`config.mk`:
```
export PLATFORM = sky130hd
export DESIGN_NAME = nibble_stream_packer
export DESIGN_NICKNAME = d
export VERILOG_FILES = /design/src/rtl/nibble_stream_packer.sv
export SDC_FILE = /design/constraint.sdc
export NUM_CORES = 1
export LEC_CHECK = 0
export CORE_MARGIN = 5
export CORE_UTILIZATION = 55
export CTS_BUF_LIST = sky130_fd_sc_hd__clkbuf_16
export DETAILED_ROUTE_END_ITERATION = 8
export PLACE_DENSITY = 0.76
export SLEW_MARGIN = 20
export SYNTH_ARGS = -nofsm -noshare
export SYNTH_HDL_FRONTEND = slang
export SYNTH_SLANG_ARGS = --single-unit
```
`constraint.sdc`:
```
create_clock -name clk -period 2.6 [get_ports clk]
set_clock_uncertainty 0.05 [all_clocks]
set_input_delay 0.39 -clock clk [delete_from_list [all_inputs] [get_ports clk]]
set_output_delay 0.39 -clock clk [all_outputs]
set_load 0.1 [all_outputs]
```
`src/rtl/nibble_stream_packer.sv`:
```
// nibble_stream_packer
//   Packs a stream of NIB_W-bit nibbles (qualified by valid) into OUT_W-bit
//   words, queues them in a DEPTH-entry FIFO, and shows either the FIFO head
//   or a running modulo-2^OUT_W checksum of accepted words on dout.
//
// Ports
//   clk         clock, all state on the rising edge
//   reset       asynchronous, active-low clear of all state
//   din         nibble data, sampled when valid=1
//   valid       nibble strobe, one nibble per high cycle
//   toggle      level input; each 0->1 edge flips the display mode
//   pop         consume FIFO head (ignored when empty)
//   dout        mode 0: FIFO head (0 if empty); mode 1: checksum
//   dout_valid  FIFO non-empty
//   full        FIFO holds DEPTH words
//   overflow    sticky: a completed word was dropped
//   mode        current display mode
//
// Build option
//   PACKER_TIMEOUT_EN  when defined, a partial word idle for TIMEOUT cycles
//                      is flushed with its missing low nibbles zero-padded.
//
// Assembly FSM (state = nib_cnt)
//   state       | meaning
//   FILL(0)     | no nibbles held, waiting for the first of a word
//   FILL(k>0)   | k nibbles held in sr (oldest in the most significant slot)
//   FILL(NIBS-1)| next valid nibble completes the word and pushes it

module nibble_stream_packer #(
    parameter int NIB_W   = 4,
    parameter int NIBS    = 2,
    parameter int DEPTH   = 4,
    parameter int TIMEOUT = 15
) (
    input  logic                    clk,
    input  logic                    reset,
    input  logic [NIB_W-1:0]        din,
    input  logic                    valid,
    input  logic                    toggle,
    input  logic                    pop,
    output logic [NIB_W*NIBS-1:0]   dout,
    output logic                    dout_valid,
    output logic                    full,
    output logic                    overflow,
    output logic                    mode
);

    localparam int OUT_W = NIB_W * NIBS;
    localparam int SRW   = OUT_W - NIB_W;
    localparam int AW    = $clog2(DEPTH);
    localparam int CW    = (NIBS > 1) ? $clog2(NIBS) : 1;
    localparam logic [CW-1:0] LAST = CW'(NIBS - 1);

    logic [CW-1:0]    nib_cnt;
    logic [SRW-1:0]   sr;
    logic [OUT_W-1:0] sr_ext;

    logic [OUT_W-1:0] mem [DEPTH];
    logic [AW-1:0]    wr_ptr;
    logic [AW-1:0]    rd_ptr;
    logic [AW:0]      count;
    logic [OUT_W-1:0] sum;
    logic             toggle_q;

    logic             push_req;
    logic [OUT_W-1:0] push_word;
    logic             pop_ok;
    logic             push_ok;

    // Held nibbles followed by the incoming one; also the shift-register next value.
    assign sr_ext = {sr, din};

`ifdef PACKER_TIMEOUT_EN
    localparam int TW = $clog2(TIMEOUT + 1);
    logic [TW-1:0]    idle_cnt;
    logic             flush;
    logic [OUT_W-1:0] pad_word;
    int               flush_shift;

    // idle_cnt counts down from TIMEOUT; the flush fires on the TIMEOUT-th idle cycle.
    assign flush = !valid && (nib_cnt != '0) && (idle_cnt == TW'(1));

    always_comb begin
        flush_shift = NIB_W * (NIBS - int'(nib_cnt));
        pad_word    = {{NIB_W{1'b0}}, sr} << flush_shift;
    end
`endif

    always_comb begin
        push_req  = valid && (nib_cnt == LAST);
        push_word = sr_ext;
`ifdef PACKER_TIMEOUT_EN
        if (flush) begin
            push_req  = 1'b1;
            push_word = pad_word;
        end
`endif
    end

    assign full       = (count == (AW+1)'(DEPTH));
    assign dout_valid = (count != '0);
    assign pop_ok     = pop && dout_valid;
    // A pop in the same cycle frees the slot, so a full FIFO still accepts.
    assign push_ok    = push_req && (!full || pop_ok);

    always_ff @(posedge clk or negedge reset) begin
        if (!reset) begin
            nib_cnt <= '0;
            sr      <= '0;
        end else if (valid) begin
            if (nib_cnt == LAST) begin
                nib_cnt <= '0;
                sr      <= '0;
            end else begin
                nib_cnt <= nib_cnt + 1'b1;
                sr      <= sr_ext[SRW-1:0];
            end
`ifdef PACKER_TIMEOUT_EN
        end else if (flush) begin
            nib_cnt <= '0;
            sr      <= '0;
`endif
        end
    end

`ifdef PACKER_TIMEOUT_EN
    always_ff @(posedge clk or negedge reset) begin
        if (!reset) begin
            idle_cnt <= TW'(TIMEOUT);
        end else if (valid || (nib_cnt == '0) || flush) begin
            idle_cnt <= TW'(TIMEOUT);
        end else begin
            idle_cnt <= idle_cnt - 1'b1;
        end
    end
`endif

    always_ff @(posedge clk) begin
        if (push_ok) begin
            mem[wr_ptr] <= push_word;
        end
    end

    always_ff @(posedge clk or negedge reset) begin
        if (!reset) begin
            wr_ptr   <= '0;
            rd_ptr   <= '0;
            count    <= '0;
            sum      <= '0;
            overflow <= 1'b0;
        end else begin
            if (push_ok) begin
                wr_ptr <= wr_ptr + 1'b1;
                sum    <= sum + push_word;
            end else if (push_req) begin
                overflow <= 1'b1;
            end
            if (pop_ok) begin
                rd_ptr <= rd_ptr + 1'b1;
            end
            case ({push_ok, pop_ok})
                2'b10:   count <= count + 1'b1;
                2'b01:   count <= count - 1'b1;
                default: count <= count;
            endcase
        end
    end

    always_ff @(posedge clk or negedge reset) begin
        if (!reset) begin
            toggle_q <= 1'b0;
            mode     <= 1'b0;
        end else begin
            toggle_q <= toggle;
            if (toggle && !toggle_q) begin
                mode <= ~mode;
            end
        end
    end

    always_comb begin
        if (mode) begin
            dout = sum;
        end else if (dout_valid) begin
            dout = mem[rd_ptr];
        end else begin
            dout = '0;
        end
    end

endmodule

```
Yosys cells after proc, flatten, opt, wreduce, memory -nomap -nowiden
Memory sizes are Yosys's and may differ from the RTL's.
Index checks and enable logic that the tools add are counted.
{ "word_totals": {"mem_bits_rw": 32, "out_inout_bits": 12, "reg_bits": 23, "n_memories": 1, "inputBits": 9} }
{ "mem_list": {"columns": ["name", "depth", "word_bits", "rd", "rd_ports_with_merged_regs", "wr", "line", "text"], "rows": [
  ["mem", 4, 8, 1, 0, 1, "58", "logic [OUT_W-1:0] mem [DEPTH];"]
]} }
{ "classes": {"n_addsub": 6, "n_eq_ne": 3, "bitwise_logic": 2, "muxes": 7, "reduce_logical": 10} }
{ "ops": {"columns": ["cell", "count"], "rows": [
  ["8-bit two-way mux", 2],
  ["8-bit adder", 1],
  ["3-bit one-hot mux with 2 select lines", 1],
  ["2-bit by 1-bit adder with 2-bit output (second input constant)", 2],
  ["1-bit logical AND", 4],
  ["4-bit two-way mux", 1],
  ["3-bit by 1-bit adder with 3-bit output (second input constant)", 1],
  ["3-bit == test (second input constant)", 1],
  ["1-bit two-way mux", 3],
  ["3-bit nonzero test", 1],
  ["3-bit by 1-bit subtractor with 3-bit output (second input constant)", 1],
  ["2-bit by 1-bit == test with 1-bit output (second input constant)", 1],
  ["2-bit == test (second input constant)", 1],
  ["1-bit logical NOT", 2],
  ["1-bit NOT", 2],
  ["2-bit AND reduction", 1],
  ["2-bit nonzero test", 1],
  ["1-bit adder (second input constant)", 1],
  ["1-bit logical OR", 1]
]} }

Logic depth before layout (Yosys ltp)
{ "depth": {"ltp_word": 6, "depth_mapped": 8, "mapped_depth_nobuf": 8} }

Worst setup path before layout
No wires, ideal clock.
{ "synth_timing": {"path_kind": "register to output", "start": "reg count[0]", "end": "out dout[0]", "arrival_time_ns": 2.377, "path_stages_with_launch": 5, "required_ns": 2.160, "path_buffers": 1, "path_slack_ns": -0.217, "cell_sequence": "dfrtp_1 or3_1 nor2b_1 clkbuf_1 a22o_1"} }
{ "synth_via": {"elab_chain_cells": 3} }
{ "synth_lines": {"columns": ["element", "line", "text"], "rows": [
  ["from (decl)", "61", "logic [AW:0] count;"],
  ["from (signal assigned)", "162", "2'b10: count <= count + 1'b1;"],
  ["from (signal assigned)", "163", "2'b01: count <= count - 1'b1;"],
  ["from (signal assigned)", "164", "default: count <= count;"],
  ["3-bit nonzero test", "101", "assign dout_valid = (count != '0);"],
  ["named net dout_valid", "42", "output logic dout_valid,"],
  ["8-bit two-way mux", "184", "end else if (dout_valid) begin"],
  ["8-bit two-way mux", "182", "if (mode) begin"],
  ["to (decl)", "41", "output logic [NIB_W*NIBS-1:0] dout,"]
]} }
The timed path passes the listed nets, and every way through them passes these cells.

Worst setup path in the final report
{ "layout_timing": {"start": "reg count[0]", "end": "out dout[2]"} }
{ "layout_via": {"elab_chain_cells": 3} }
{ "layout_lines": {"columns": ["element", "line"], "rows": [
  ["3-bit nonzero test", "101"],
  ["8-bit two-way mux", "184"],
  ["8-bit two-way mux", "182"]
]} }
Every way passes these cells.

==> results.sh <==
export IMPL_antennaDiodeCount=0
export IMPL_max_stage_delay_ps=540
export IMPL_arrival_ps=1930
export IMPL_cts_sinks=55
export IMPL_final_util_pct=70.3
export IMPL_multi_input_area_um2=952
export IMPL_r2r_cells=6
export IMPL_hold_path_class="in2async"
export IMPL_syn_inst=188
export IMPL_grt_pass1_wl_um=8650
export IMPL_fmax_ghz=0.422
export IMPL_syn_avg_cell_area_um2=13.7
export IMPL_vias=1603
export IMPL_timing_worst_setup_path_type="reg2out"
export IMPL_busiest_layer="met2"
export IMPL_rsz0062_at_grt="false"
export IMPL_postCtsSetupBuffers=0
export IMPL_ios=21
export IMPL_status="finished, final reports clean"
export IMPL_ff2ff_setup_slack_ps=460
export IMPL_synthFlopType="edfxtp_1"
export IMPL_final_common_cell="edfxtp_1"
export IMPL_vias_per_cell=5.85
export IMPL_totalWireLength_um=5230
export IMPL_grtUsageMet1_pct=23.2
export IMPL_cts_buffer_depth=2
export IMPL_hpwl_um=3860
export IMPL_cts_resized=0
export IMPL_ys_async_sr_fraction_pct=41.8
export IMPL_cp_slowest_cell="nor2b_1"
export IMPL_ys_ff_latch=55
export IMPL_die_area_um2=6140
export IMPL_port_buffers=20
export IMPL_cp_start_kind="flip-flop"
export IMPL_cap_violations=0
export IMPL_fill_cells=297
export IMPL_final_cell_mix="edfxtp_1, dfrtp_1, nand2_1, buf_4, inv_1"
export IMPL_die_y_um=78.4
export IMPL_grtUsageTotal_pct=18.6
export IMPL_netlist_area_um2=2570
export IMPL_maxSlewViolCount=0
export IMPL_period_needed_ps=2370
export IMPL_clk_latency_ps=280
export IMPL_clk_pin_slew_worst_paths_ps=70
export IMPL_synth_seq_area_share_pct=59.8
export IMPL_initial_core_util_pct=57.8
export IMPL_rows=24
export IMPL_syn_num_nets=210
export IMPL_grt_util_met2_pct=33.3
export IMPL_crit_chain="or3_1 -> nor2b_1 -> a22o_2 -> buf_12"
export IMPL_drc=0
export IMPL_area_growth_pct=21.5
export IMPL_tightest_slew_ps=618
export IMPL_cp_end_kind="primary output"
export IMPL_overflow=0
export IMPL_use_met3_pct=4.46
export IMPL_grt_pass1_vias=1712
export IMPL_cp_required_ps=2160
export IMPL_setup_tns_ps=0
export IMPL_cts_root_buf="clkbuf_16"
export IMPL_numCtsBuffers=5
export IMPL_post_drt_wl_per_cell_um=19.1
export IMPL_period_share_pct=91.2
export IMPL_dr_pass1_iters=4
export IMPL_seqCellArea_um2=1540
export IMPL_drive_above_1_share_pct=23.0
export IMPL_antenna_left=0
export IMPL_gp_congestion=0.814
export IMPL_cp_max_fo=8
export IMPL_antenna_found_initial=0
export IMPL_cts_tree="done"
export IMPL_drt_iter0_drc=142
export IMPL_core_um2=4440
export IMPL_yosys_cell_types_count=41
export IMPL_relSlewSlack_pct=58.7
export IMPL_final_nets=243
export IMPL_htree_levels=2
export IMPL_synth_edff_count=32
export IMPL_grt_max_degree=24
export IMPL_cts_hold_buf=0
export IMPL_hold_violations=0
export IMPL_finalSetupViolations=0
export IMPL_die_w_um=78.4
export IMPL_yosysWarnings=0
## registers in the layout, summed over array words and instances (netlist names)
name / cells
sum: 8
mode: 1
wr_ptr: 2
overflow: 1
mem: 32
count: 3
rd_ptr: 2
sr: 4
nib_cnt: 1
toggle_q: 1
## final timing paths
path / startpoint / to
worst max-delay path: count[0] / dout[2]
min in group clk: overflow / overflow
worst min-delay path: reset / mode
max in group asynchronous: reset / nib_cnt
worst min register to register: overflow / overflow
worst max register to register: sr[0] / sum[7]
## worst max-delay path: cells and delay by family, from the launching register on
family	cells	cell delay, ps
and+or+nand+nor	2	760
DFF	1	420
buffers and inverters	1	180
AOI/OAI and AO/OA	1	290
## per-stage QoR
step	area [um2]	hold slack (ps)	setup WS, ps	cells
after floorplan	2580	44.4	2.42	188
after global placement	2980	408	166	266
after detailed placement	2980	411	42.9	266
after CTS	3120	414	242	274
after global routing	3120	442	145	274
final	3120	411	229	274
## kinds of logic (layout without fill, tap and decap cells)
logic type / Yosys count / after routing / share of synthesized area (%)
XOR/XNOR: 11 / 11 / 3.75
AND/OR/NAND/NOR: 43 / 43 / 9.15
AO/OA/AOI/OAI: 36 / 36 / 9.45
buffers and inverters: 21 / 55 / 3.55
adder cells (fa/ha/maj): 13 / 13 / 6.91
flip-flops: 55 / 55 / 59.8
multiplexers: 9 / 9 / 7.40
## routing by layer
layer / up-vias / routed length (um) / share of wire [%]
li1: 750 / - / -
met3: 4 / 309 / 5.9
met4: 0 / 30 / 0.57
met5: - / 0 / 0
met2: 65 / 2790 / 53
met1: 784 / 2090 / 40
## final cells by class
type                    instances  share of cell area [%]
inverters                      13                    1.56
multi-input cells             112                    30.5
clock buffers                   5                    4.01
repair buffers                 34                    12.0
well taps                      52                    2.08
clock inverters                 3                   0.641
flip-flops and latches         55                    49.2
## cell usage after synthesis, types with 2 or more instances
library cell	n	area [um2]
nand2b_1	2	12.5
nor2_1	2	7.51
xor2_1	4	35.0
a22o_1	8	70.1
nand2_1	18	67.6
o21ai_0	11	55.1
nor3b_1	2	15.0
fa_1	2	40.0
inv_1	13	48.8
clkbuf_1	5	18.8
nand3b_1	2	15.0
xnor2_1	7	61.3
ha_1	11	138
and2_1	4	25.0
dfrtp_1	23	576
mux4_2	8	180
nor2b_1	2	12.5
and3_1	2	12.5
a21oi_1	5	25.0
edfxtp_1	32	961
a21o_1	3	22.5
nand3_1	3	15.0
Power is left out: the tool's default activity adds up to more than one toggle a clock period on the data nets, which glitch-free logic cannot reach.
